[src/rtl/hazard_scoreboard_pkg.sv]
// rtl/hazard_scoreboard_pkg.sv - shared types, constants and helpers for the Tuse/Tnew hazard scoreboard
// Records are stored at fixed maximum widths so every instance of any AW/TW up to these limits shares one type.
package hazard_pkg;

    localparam int AW_MAX = 8;
    localparam int TW_MAX = 4;

    typedef logic [AW_MAX-1:0] reg_addr_t;
    typedef logic [TW_MAX-1:0] timing_t;
    typedef logic [1:0]        fwd_sel_t;

    localparam timing_t  TUSE_NONE = timing_t'(3);

    localparam fwd_sel_t FWD_RF = 2'd0;
    localparam fwd_sel_t FWD_E  = 2'd1;
    localparam fwd_sel_t FWD_M  = 2'd2;
    localparam fwd_sel_t FWD_W  = 2'd3;

    typedef struct packed {
        logic      valid;
        reg_addr_t rs;
        reg_addr_t rt;
        reg_addr_t a3;
        timing_t   tnew;
        logic      md_start;
        logic      md_is_div;
    } stage_rec_t;

    localparam stage_rec_t STAGE_BUBBLE = '0;

    function automatic stage_rec_t age_rec(input stage_rec_t r);
        stage_rec_t a;
        a = r;
        if (a.tnew != '0) begin
            a.tnew = a.tnew - timing_t'(1);
        end
        return a;
    endfunction

    function automatic logic rec_hit(input logic valid, input reg_addr_t a3, input reg_addr_t src);
        return valid && (src != '0) && (a3 == src);
    endfunction

    // hit/rdy bit 2 = E, bit 1 = M, bit 0 = W; only the youngest hit is considered
    function automatic fwd_sel_t pick_fwd(input logic [2:0] hit, input logic [2:0] rdy);
        if (hit[2]) begin
            return rdy[2] ? FWD_E : FWD_RF;
        end else if (hit[1]) begin
            return rdy[1] ? FWD_M : FWD_RF;
        end else if (hit[0]) begin
            return rdy[0] ? FWD_W : FWD_RF;
        end
        return FWD_RF;
    endfunction

    function automatic logic data_stall(input logic [1:0] hit_em, input timing_t tn_e,
                                        input timing_t tn_m, input timing_t tuse);
        if (tuse == TUSE_NONE) begin
            return 1'b0;
        end else if (hit_em[1]) begin
            return tn_e > tuse;
        end else if (hit_em[0]) begin
            return tn_m > tuse;
        end
        return 1'b0;
    endfunction

endpackage

[src/rtl/hazard_scoreboard_if.sv]
// rtl/hazard_scoreboard_if.sv - decode-stage request and hazard response bundle
interface hazard_scoreboard_if #(
    parameter int AW = 5,
    parameter int TW = 2
);

    logic          d_valid;
    logic [AW-1:0] d_rs;
    logic [AW-1:0] d_rt;
    logic [TW-1:0] d_tuse_rs;
    logic [TW-1:0] d_tuse_rt;
    logic [AW-1:0] d_a3;
    logic [TW-1:0] d_tnew;
    logic          d_md_start;
    logic          d_md_is_div;
    logic          d_md_use;

    logic          stall;
    logic [1:0]    fwd_rs_d;
    logic [1:0]    fwd_rt_d;
    logic [1:0]    fwd_rs_e;
    logic [1:0]    fwd_rt_e;
    logic [1:0]    fwd_rt_m;
    logic          md_busy;

    modport master (
        output d_valid, d_rs, d_rt, d_tuse_rs, d_tuse_rt, d_a3, d_tnew,
               d_md_start, d_md_is_div, d_md_use,
        input  stall, fwd_rs_d, fwd_rt_d, fwd_rs_e, fwd_rt_e, fwd_rt_m, md_busy
    );

    modport slave (
        input  d_valid, d_rs, d_rt, d_tuse_rs, d_tuse_rt, d_a3, d_tnew,
               d_md_start, d_md_is_div, d_md_use,
        output stall, fwd_rs_d, fwd_rt_d, fwd_rs_e, fwd_rt_e, fwd_rt_m, md_busy
    );

endinterface

[src/rtl/hazard_scoreboard_md_busy_counter.sv]
// rtl/hazard_scoreboard_md_busy_counter.sv - HI/LO busy tracking for multiply/divide
module md_busy_counter #(
    parameter int MUL_LAT = 5,
    parameter int DIV_LAT = 10
) (
    input  logic clk,
    input  logic reset,
    input  logic i_e_md_start,
    input  logic i_e_md_is_div,
    output logic o_md_busy
);

    localparam int MAX_LAT = (MUL_LAT > DIV_LAT) ? MUL_LAT : DIV_LAT;
    localparam int CW      = $clog2(MAX_LAT + 1);

    logic [CW-1:0] r_cnt;

    // A new md op can only reach E once the previous one has drained, so a load never clobbers a live count.
    always_ff @(posedge clk or posedge reset) begin
        if (reset) begin
            r_cnt <= '0;
        end else if (i_e_md_start) begin
            r_cnt <= i_e_md_is_div ? CW'(DIV_LAT) : CW'(MUL_LAT);
        end else if (r_cnt != '0) begin
            r_cnt <= r_cnt - CW'(1);
        end
    end

    assign o_md_busy = i_e_md_start || (r_cnt != '0);

endmodule

[src/rtl/hazard_scoreboard.sv]
// rtl/hazard_scoreboard.sv - Tuse/Tnew hazard unit: shadow E/M/W records, stall and forward selects
module hazard_scoreboard
    import hazard_pkg::*;
#(
    parameter int AW      = 5,
    parameter int TW      = 2,
    parameter int MUL_LAT = 5,
    parameter int DIV_LAT = 10
) (
    input logic               clk,
    input logic               reset,
    hazard_scoreboard_if.slave hz
);

    logic [AW-1:0] w_d_rs;
    logic [AW-1:0] w_d_rt;
    logic [AW-1:0] w_d_a3;
    logic [TW-1:0] w_d_tuse_rs;
    logic [TW-1:0] w_d_tuse_rt;
    logic [TW-1:0] w_d_tnew;

    stage_rec_t r_e;
    stage_rec_t r_m;
    stage_rec_t r_w;
    stage_rec_t w_d_rec;

    logic [2:0] w_rdy;
    logic [2:0] w_hit_rs_d;
    logic [2:0] w_hit_rt_d;
    logic [1:0] w_hit_rs_e;
    logic [1:0] w_hit_rt_e;
    logic       w_hit_rt_m;

    logic       w_stall_rs;
    logic       w_stall_rt;
    logic       w_stall;
    logic       w_md_busy;
    logic       w_unused;

    assign w_d_rs      = hz.d_rs;
    assign w_d_rt      = hz.d_rt;
    assign w_d_a3      = hz.d_a3;
    assign w_d_tuse_rs = hz.d_tuse_rs;
    assign w_d_tuse_rt = hz.d_tuse_rt;
    assign w_d_tnew    = hz.d_tnew;

    always_comb begin
        w_d_rec           = STAGE_BUBBLE;
        w_d_rec.valid     = hz.d_valid;
        w_d_rec.rs        = reg_addr_t'(w_d_rs);
        w_d_rec.rt        = reg_addr_t'(w_d_rt);
        w_d_rec.a3        = reg_addr_t'(w_d_a3);
        w_d_rec.tnew      = timing_t'(w_d_tnew);
        w_d_rec.md_start  = hz.d_md_start;
        w_d_rec.md_is_div = hz.d_md_is_div;
    end

    assign w_rdy = {r_e.tnew == '0, r_m.tnew == '0, r_w.tnew == '0};

    assign w_hit_rs_d = {rec_hit(r_e.valid, r_e.a3, w_d_rec.rs),
                         rec_hit(r_m.valid, r_m.a3, w_d_rec.rs),
                         rec_hit(r_w.valid, r_w.a3, w_d_rec.rs)};
    assign w_hit_rt_d = {rec_hit(r_e.valid, r_e.a3, w_d_rec.rt),
                         rec_hit(r_m.valid, r_m.a3, w_d_rec.rt),
                         rec_hit(r_w.valid, r_w.a3, w_d_rec.rt)};
    assign w_hit_rs_e = {rec_hit(r_m.valid, r_m.a3, r_e.rs),
                         rec_hit(r_w.valid, r_w.a3, r_e.rs)};
    assign w_hit_rt_e = {rec_hit(r_m.valid, r_m.a3, r_e.rt),
                         rec_hit(r_w.valid, r_w.a3, r_e.rt)};
    assign w_hit_rt_m = rec_hit(r_w.valid, r_w.a3, r_m.rt);

    assign hz.fwd_rs_d = pick_fwd(w_hit_rs_d, w_rdy);
    assign hz.fwd_rt_d = pick_fwd(w_hit_rt_d, w_rdy);
    assign hz.fwd_rs_e = pick_fwd({1'b0, w_hit_rs_e}, w_rdy);
    assign hz.fwd_rt_e = pick_fwd({1'b0, w_hit_rt_e}, w_rdy);
    assign hz.fwd_rt_m = pick_fwd({2'b00, w_hit_rt_m}, w_rdy);

    // A W producer never stalls: its result is always ready by then.
    assign w_stall_rs = data_stall(w_hit_rs_d[2:1], r_e.tnew, r_m.tnew, timing_t'(w_d_tuse_rs));
    assign w_stall_rt = data_stall(w_hit_rt_d[2:1], r_e.tnew, r_m.tnew, timing_t'(w_d_tuse_rt));
    assign w_stall    = hz.d_valid && (w_stall_rs || w_stall_rt || (hz.d_md_use && w_md_busy));

    assign hz.stall   = w_stall;
    assign hz.md_busy = w_md_busy;

    always_ff @(posedge clk or posedge reset) begin
        if (reset) begin
            r_e <= STAGE_BUBBLE;
            r_m <= STAGE_BUBBLE;
            r_w <= STAGE_BUBBLE;
        end else begin
            r_e <= (hz.d_valid && !w_stall) ? w_d_rec : STAGE_BUBBLE;
            r_m <= age_rec(r_e);
            r_w <= age_rec(r_m);
        end
    end

    md_busy_counter #(
        .MUL_LAT (MUL_LAT),
        .DIV_LAT (DIV_LAT)
    ) u_md_busy_counter (
        .clk           (clk),
        .reset         (reset),
        .i_e_md_start  (r_e.valid && r_e.md_start),
        .i_e_md_is_div (r_e.md_is_div),
        .o_md_busy     (w_md_busy)
    );

    // Fields kept for record completeness but not consumed by any comparison.
    assign w_unused = ^{r_m.rs, r_m.md_start, r_m.md_is_div,
                        r_w.rs, r_w.rt, r_w.md_start, r_w.md_is_div};

endmodule

[src/flat_wrapper.sv]
// flat-port wrapper written by rule: the top's interface ports become plain ports
module hazard_scoreboard_flat import hazard_pkg::*;
#(
    parameter int AW      = 5,
    parameter int TW      = 2,
    parameter int MUL_LAT = 5,
    parameter int DIV_LAT = 10
)
  (clk, reset, hz_d_valid, hz_d_rs, hz_d_rt, hz_d_tuse_rs, hz_d_tuse_rt, hz_d_a3, hz_d_tnew, hz_d_md_start, hz_d_md_is_div, hz_d_md_use, hz_stall, hz_fwd_rs_d, hz_fwd_rt_d, hz_fwd_rs_e, hz_fwd_rt_e, hz_fwd_rt_m, hz_md_busy);
  hazard_scoreboard_if #(.AW(AW), .TW(TW)) hz_i ();
  input logic clk;
  input logic reset;
  input wire logic [$bits(hz_i.d_valid)-1:0] hz_d_valid;
  input wire logic [$bits(hz_i.d_rs)-1:0] hz_d_rs;
  input wire logic [$bits(hz_i.d_rt)-1:0] hz_d_rt;
  input wire logic [$bits(hz_i.d_tuse_rs)-1:0] hz_d_tuse_rs;
  input wire logic [$bits(hz_i.d_tuse_rt)-1:0] hz_d_tuse_rt;
  input wire logic [$bits(hz_i.d_a3)-1:0] hz_d_a3;
  input wire logic [$bits(hz_i.d_tnew)-1:0] hz_d_tnew;
  input wire logic [$bits(hz_i.d_md_start)-1:0] hz_d_md_start;
  input wire logic [$bits(hz_i.d_md_is_div)-1:0] hz_d_md_is_div;
  input wire logic [$bits(hz_i.d_md_use)-1:0] hz_d_md_use;
  output wire logic [$bits(hz_i.stall)-1:0] hz_stall;
  output wire logic [$bits(hz_i.fwd_rs_d)-1:0] hz_fwd_rs_d;
  output wire logic [$bits(hz_i.fwd_rt_d)-1:0] hz_fwd_rt_d;
  output wire logic [$bits(hz_i.fwd_rs_e)-1:0] hz_fwd_rs_e;
  output wire logic [$bits(hz_i.fwd_rt_e)-1:0] hz_fwd_rt_e;
  output wire logic [$bits(hz_i.fwd_rt_m)-1:0] hz_fwd_rt_m;
  output wire logic [$bits(hz_i.md_busy)-1:0] hz_md_busy;
  assign hz_i.d_valid = hz_d_valid;
  assign hz_i.d_rs = hz_d_rs;
  assign hz_i.d_rt = hz_d_rt;
  assign hz_i.d_tuse_rs = hz_d_tuse_rs;
  assign hz_i.d_tuse_rt = hz_d_tuse_rt;
  assign hz_i.d_a3 = hz_d_a3;
  assign hz_i.d_tnew = hz_d_tnew;
  assign hz_i.d_md_start = hz_d_md_start;
  assign hz_i.d_md_is_div = hz_d_md_is_div;
  assign hz_i.d_md_use = hz_d_md_use;
  assign hz_stall = hz_i.stall;
  assign hz_fwd_rs_d = hz_i.fwd_rs_d;
  assign hz_fwd_rt_d = hz_i.fwd_rt_d;
  assign hz_fwd_rs_e = hz_i.fwd_rs_e;
  assign hz_fwd_rt_e = hz_i.fwd_rt_e;
  assign hz_fwd_rt_m = hz_i.fwd_rt_m;
  assign hz_md_busy = hz_i.md_busy;
  hazard_scoreboard #(.AW(AW), .TW(TW), .MUL_LAT(MUL_LAT), .DIV_LAT(DIV_LAT)) u_core (.clk(clk), .reset(reset), .hz(hz_i));
endmodule
[config.mk]
export PLATFORM = sky130hd
export DESIGN_NAME = hazard_scoreboard_flat
export DESIGN_NICKNAME = d
export VERILOG_FILES = /design/src/rtl/hazard_scoreboard_pkg.sv /design/src/rtl/hazard_scoreboard_if.sv /design/src/rtl/hazard_scoreboard_md_busy_counter.sv /design/src/rtl/hazard_scoreboard.sv /design/src/flat_wrapper.sv
export SDC_FILE = /design/constraint.sdc
export NUM_CORES = 1
export LEC_CHECK = 0
export CELL_PAD_IN_SITES_DETAIL_PLACEMENT = 0
export CELL_PAD_IN_SITES_GLOBAL_PLACEMENT = 2
export CORE_MARGIN = 2
export CORE_UTILIZATION = 31
export CTS_CLUSTER_SIZE = 14
export DETAILED_ROUTE_END_ITERATION = 10
export PLACE_DENSITY_LB_ADDON = 0.1
export SLEW_MARGIN = 20
export SYNTH_ARGS = -nofsm -noshare
export SYNTH_HDL_FRONTEND = slang
export SYNTH_SLANG_ARGS = --single-unit
[constraint.sdc]
create_clock -name clk -period 2.03 [get_ports clk]
set_input_delay 0.406 -clock clk [delete_from_list [all_inputs] [get_ports clk]]
set_output_delay 0.406 -clock clk [all_outputs]
set_load 0.05 [all_outputs]
-- After elaboration in Yosys (flattened, before gate mapping)
Cells that the tools add are included.
- input port bits: 27
- output and inout bits: 12
- register bits: 69
- reductions and logical operators: 42
- multiplexer cells: 50
- order comparisons: 4
- $add $sub $neg: 3
- equal/unequal tests: 13
- operators by type and width (operator ; number):
    8-bit by 5-bit == test with 1-bit output ; 6
    8-bit == test ; 5
    8-bit nonzero test ; 5
    2-bit two-way mux ; 18
    31-bit two-way mux ; 1
    1-bit logical AND ; 26
    1-bit two-way mux ; 26
    4-bit two-way mux ; 5
    4-bit by 2-bit greater-than comparator with 1-bit output ; 4
    4-bit logical NOT ; 3
    4-bit nonzero test ; 3
    4-bit by 1-bit subtractor with 4-bit output (second input constant) ; 3
    2-bit == test (second input constant) ; 2
    1-bit logical OR ; 3
    2-bit nonzero test ; 1
    1-bit logical NOT ; 1

-- Depth between registers and ports, before layout
Gate-level depths: netlist of the first run.
- word-level depth: 13
- mapped depth: 8
- gate-level depth less buffers: 7

-- Cells and area by module
From an unflattened synthesis of the first run, not the netlist that was laid out.
- cell total of the unflattened synthesis: 276
- area total of the unflattened synthesis: 2875.3 um^2
- modules (own cells, without submodules) (module ; instances ; cells each ; area each (um^2)):
    hazard_scoreboard ; 1 ; 253 ; 2632.5
    md_busy_counter ; 1 ; 23 ; 242.7

-- Worst setup path after synthesis of the first run
Ideal clock, no wire load.
- path kind: reg2out
- start point: register u_core.r_w[8] (netlist name)
- end point: output hz_fwd_rt_e[1]
- setup slack: -1086 ps
- cell stages (with the launch flop): 6
- arrival: 2710 ps
- data required time: 1624 ps
- cells stage by stage: dfrtp_1 -> clkbuf_1 -> xor2_1 -> or4_1 -> nor3_1 -> a21o_1
- longest elaborated chain between the ends: 5
- ends and longest elaborated chain (element ; RTL line ; text):
    start: declaration ; hazard_scoreboard.sv:24 ; stage_rec_t r_w;
    start signal: assignment ; hazard_scoreboard.sv:94 ; r_w <= age_rec(r_m);
    8-bit == test ; hazard_scoreboard_pkg.sv:41 ; return valid && (src != '0) && (a3 == src);
    1-bit logical AND ; hazard_scoreboard_pkg.sv:41 ;
    1-bit two-way mux ; hazard_scoreboard_pkg.sv:50 ; end else if (hit[0]) begin
    1-bit two-way mux ; hazard_scoreboard_pkg.sv:48 ; end else if (hit[1]) begin
    2-bit two-way mux ; hazard_scoreboard_pkg.sv:53 ; return FWD_RF;
    end: declaration ; flat_wrapper.sv:27 ; output wire logic [$bits(hz_i.fwd_rt_e)-1:0] hz_fwd_rt_e;
Every way passes these cells.

-- Worst setup path after layout of the first run
- start point: register u_core.r_w[3] (netlist name)
- end point: output hz_fwd_rs_d[0]
- longest elaborated chain between the ends: 6
- ends and longest elaborated chain (element ; RTL line ; text):
    4-bit logical NOT ; hazard_scoreboard.sv:58 ; assign w_rdy = {r_e.tnew == '0, r_m.tnew == '0, r_w.tnew == '0};
    2-bit two-way mux ; hazard_scoreboard_pkg.sv:51 ; return rdy[0] ? FWD_W : FWD_RF;
    2-bit two-way mux ; hazard_scoreboard_pkg.sv:50 ;
    2-bit two-way mux ; hazard_scoreboard_pkg.sv:48 ;
    2-bit two-way mux ; hazard_scoreboard_pkg.sv:46 ; if (hit[2]) begin
    2-bit two-way mux ; hazard_scoreboard_pkg.sv:53 ;
    end: declaration ; flat_wrapper.sv:24 ; output wire logic [$bits(hz_i.fwd_rs_d)-1:0] hz_fwd_rs_d;
Every way passes these cells. The select of a mux whose other input is x is not followed.

==> results of run 1 <==
sequential cells by signal (all words and copies together), names as in the netlist:
register	flops
u_core.u_md_busy_counter.r_cnt	4
u_core.r_e	20
u_core.r_w	10
u_core.r_m	14
cells by family after synthesis:
group                      after synthesis  share of synthesized area [%]
AOI/OAI and AO/OA                       28                           6.33
DFF                                     48                           42.8
buffers and inverters                   25                           4.15
muxes                                    3                           1.07
adders and majority gates               12                           5.35
and+or+nand+nor                        108                           23.0
xor gates and xnor gates                55                           17.2
other                                    1                          0.134
Yosys cell counts, drive strengths merged:
master    n
a2111oi   1
ha       12
o21a      1
and2      2
a21oi     8
or3       2
mux2i     3
xor2     17
o21ai     8
nand2    34
nor2b     7
a22oi     2
o31ai     1
a311o     1
a2bb2oi   1
nand4b    1
buf       6
nand3     3
nor2     10
a21boi    1
o41ai     1
dfrtp    48
xnor2    38
clkbuf    8
conb      1
nor3b     1
o211a     1
nand4     8
nor3     28
a31oi     1
inv      11
or4       6
or2       1
nor4      5
a21o      1
cell type report:
class                           count  area (sq um)
Clock inverter                      3          18.8
Timing Repair Buffer              127          1360
Inverter                           11          41.3
Clock buffer                        5          68.8
Tap cell                          108           135
Fill cell                         790          4130
Multi-Input combinational cell    207          1800
Sequential cell                    48          1210
cell usage in the layout (no fill, tap or decap), types with 4 or more instances in the layout:
cell	synthesis	final
buf_6	2	8
inv_1	11	9
dlygate4sd2_1	0	10
a21oi_1	8	6
buf_16	0	5
nor3_2	19	16
nor3_4	0	9
dfrtp_2	0	4
buf_4	1	72
nand2_1	34	34
xnor2_1	38	36
o21ai_0	8	6
nor2b_1	7	5
clkdlybuf4s50_1	0	12
xor2_1	17	17
nand4_1	8	8
buf_12	0	19
dfrtp_1	48	44
ha_1	12	9
nor2_1	8	8
clkbuf_8	0	5
path summary, 6_finish.rpt:
check / start / to / slack [ns]
hold reg to reg: u_core.r_e[14] / u_core.r_m[14] / 0.45
hold / removal: u_core.r_e[14] / u_core.r_m[14] / 0.45
setup / recovery: u_core.r_w[3] / hz_fwd_rs_d[0] / -0.63
max in group asynchronous: reset / u_core.r_m[3] / 1.32
setup reg to reg: u_core.r_e[3] / u_core.r_e[17] / -0.18
min in group asynchronous: reset / u_core.r_e[17] / 0.47
power groups by stage:
stage               clock network, mW  registers, mW  logic, mW
detailed placement                  0           1.19       1.03
global placement                    0           1.19       1.02
global route                    0.636           1.19       1.36
finish                          0.568           1.17       1.23
floorplan                           0           1.17      0.610
CTS                             0.591           1.18       1.16
timing repair:
item                                    4_1_cts  5_1_grt
pin swaps                                    25       16
cloned                                        5        0
endpoints found under the setup margin       31       31
gates resized for setup                      58       29
setup buffers                                12       11
layer usage:
metal	track usage (%)	up-vias	routed length, um
li1	-	1198	-
met1	23.2	1156	3570
met2	30.2	34	4190
met3	2.46	11	164
met4	4.21	0	181
met5	0	-	0
==> results_dict.tcl, run 1 <==
set metrics [dict create \
    grt_pass1_wl_um 13300 \
    cts_buffers 5 \
    required_ns 1.62 \
    nets 439 \
    vdd_ir_drop_max_mv 0.625 \
    tritoncts "done" \
    clock-sinks 48 \
    utilization_pct 52.8 \
    clock_latency_ns 0.30 \
    tns_ns -7.80 \
    power_switching_share_pct 33.5 \
    grt_pass1_vias 2509 \
    drc 0 \
    critical_path_depth 6 \
    cp_max_fo 2 \
    leakagePower_nw 2.04 \
    drv_cap 0 \
    wl_per_cell_um 15.9 \
    timing.fmax_ghz 0.376 \
    ys_warn_count 0 \
    vias_per_cell 4.71 \
    whs_path_depth 0 \
    ant_nets 0 \
    switchingPower_mw 0.995 \
    clock_path_buffers 2 \
    grt_overflow 0 \
    wl_um 8100 \
    antenna_cells 0 \
    fin_crit_sh_pct 131 \
    die-height_um 99.1 \
    critPathBufInv 1 \
    drtIter0Drc 64 \
    rsz0062_at_grt "yes" \
    buffer_ports.inserted 38 \
    crit_path_cell_trace "nor4_2 -> nand2_1 -> or4_1 -> or3_4 -> mux2i_4 -> buf_12" \
    grt_max_degree 49 \
    ys_ff_latch 48 \
    dpl.cell_count 478 \
    grt_usage_pct 17.5 \
    die_w_um 99.1 \
    dr.pass1.iters 4 \
    finalHoldViolCount 0 \
    period_needed_ns 2.66 \
    syn_to_final_growth_pct 65.0 \
    stdcell_area_sq_um 4630 \
    criticalPathCategory "reg2out" \
    skew_ns 0.00647 \
    end_kind "output port" \
    status "complete, but fails checks" \
    final_cells 509 \
    internal_power_mw 1.98 \
    syn_area_sq_um 2810 \
    dieArea_sq_um 9830 \
    finalPower_mw 2.97 \
    ys_types 40 \
    synthCells 280 \
    violations "negative setup slack" \
    post-place-ws_ns -0.943 \
    setup_ws_ns -0.629 \
    root_buffer "clkbuf_8" \
    crit_path_start_kind "flip-flop" \
    combinationalPowerShare_pct 41.4 \
    r2r_cells 10 \
    antenna_found_initial 0 \
    placed_cell_area_sq_um 4030 \
    avgSynthCellArea_sq_um 10.0 \
    coreArea_sq_um 8760 \
    cts_hold_buffers 0 \
    crit_arrival_ns 2.25 \
    yosysTopAreaCell "dfrtp_1" \
    yosysSeqAreaShare_pct 42.8 \
    synth_top_area_share_pct 42.8 \
    fin_hold_ws_ns 0.454 \
    max_stage_delay_ns 0.41 \
    start_util_pct 32.0 \
    synth_area_leaders "dfrtp_1 43%, xnor2_1 12%, nor3_2 6.8%, ha_1 5.4%, xor2_1 5.3%" \
    final_layout_size_suffix_gt1_share_pct 43.6 \
    ioPinCount 39 \
    p_clk_share_pct 19.1 \
    drv_slew 0 \
    crit_family "simple AND/OR/NAND/NOR gates" \
    num_rows 34 \
    crit_slowest_cell "or4_1" \
    gp_congestion 0.776 \
    power_density_nw_per_um2 642 \
    seqPwrFrac_pct 39.5 \
    syn_nets 319 \
    setup_viol 31 \
    vias 2399 \
    hold_path_class "reg2reg" \
    path_clk_slew_ns 0.09 \
    dpl.hpwl_um 5820 \
    cts.htree.levels 2 \
]
No activity file was read; power rests on OpenSTA's default activity.
==> run 2: changes to the inputs <==
--- a/config.mk
+++ b/config.mk
@@ -9,7 +9,7 @@
 export CELL_PAD_IN_SITES_GLOBAL_PLACEMENT = 2
 export CORE_MARGIN = 2
 export CORE_UTILIZATION = 31
-export CTS_CLUSTER_SIZE = 14
+export CTS_CLUSTER_SIZE = 16
 export DETAILED_ROUTE_END_ITERATION = 10
 export PLACE_DENSITY_LB_ADDON = 0.1
 export SLEW_MARGIN = 20
==> results of run 2 <==
No change in the layout: final DEF, timing and power equal those of run 1.
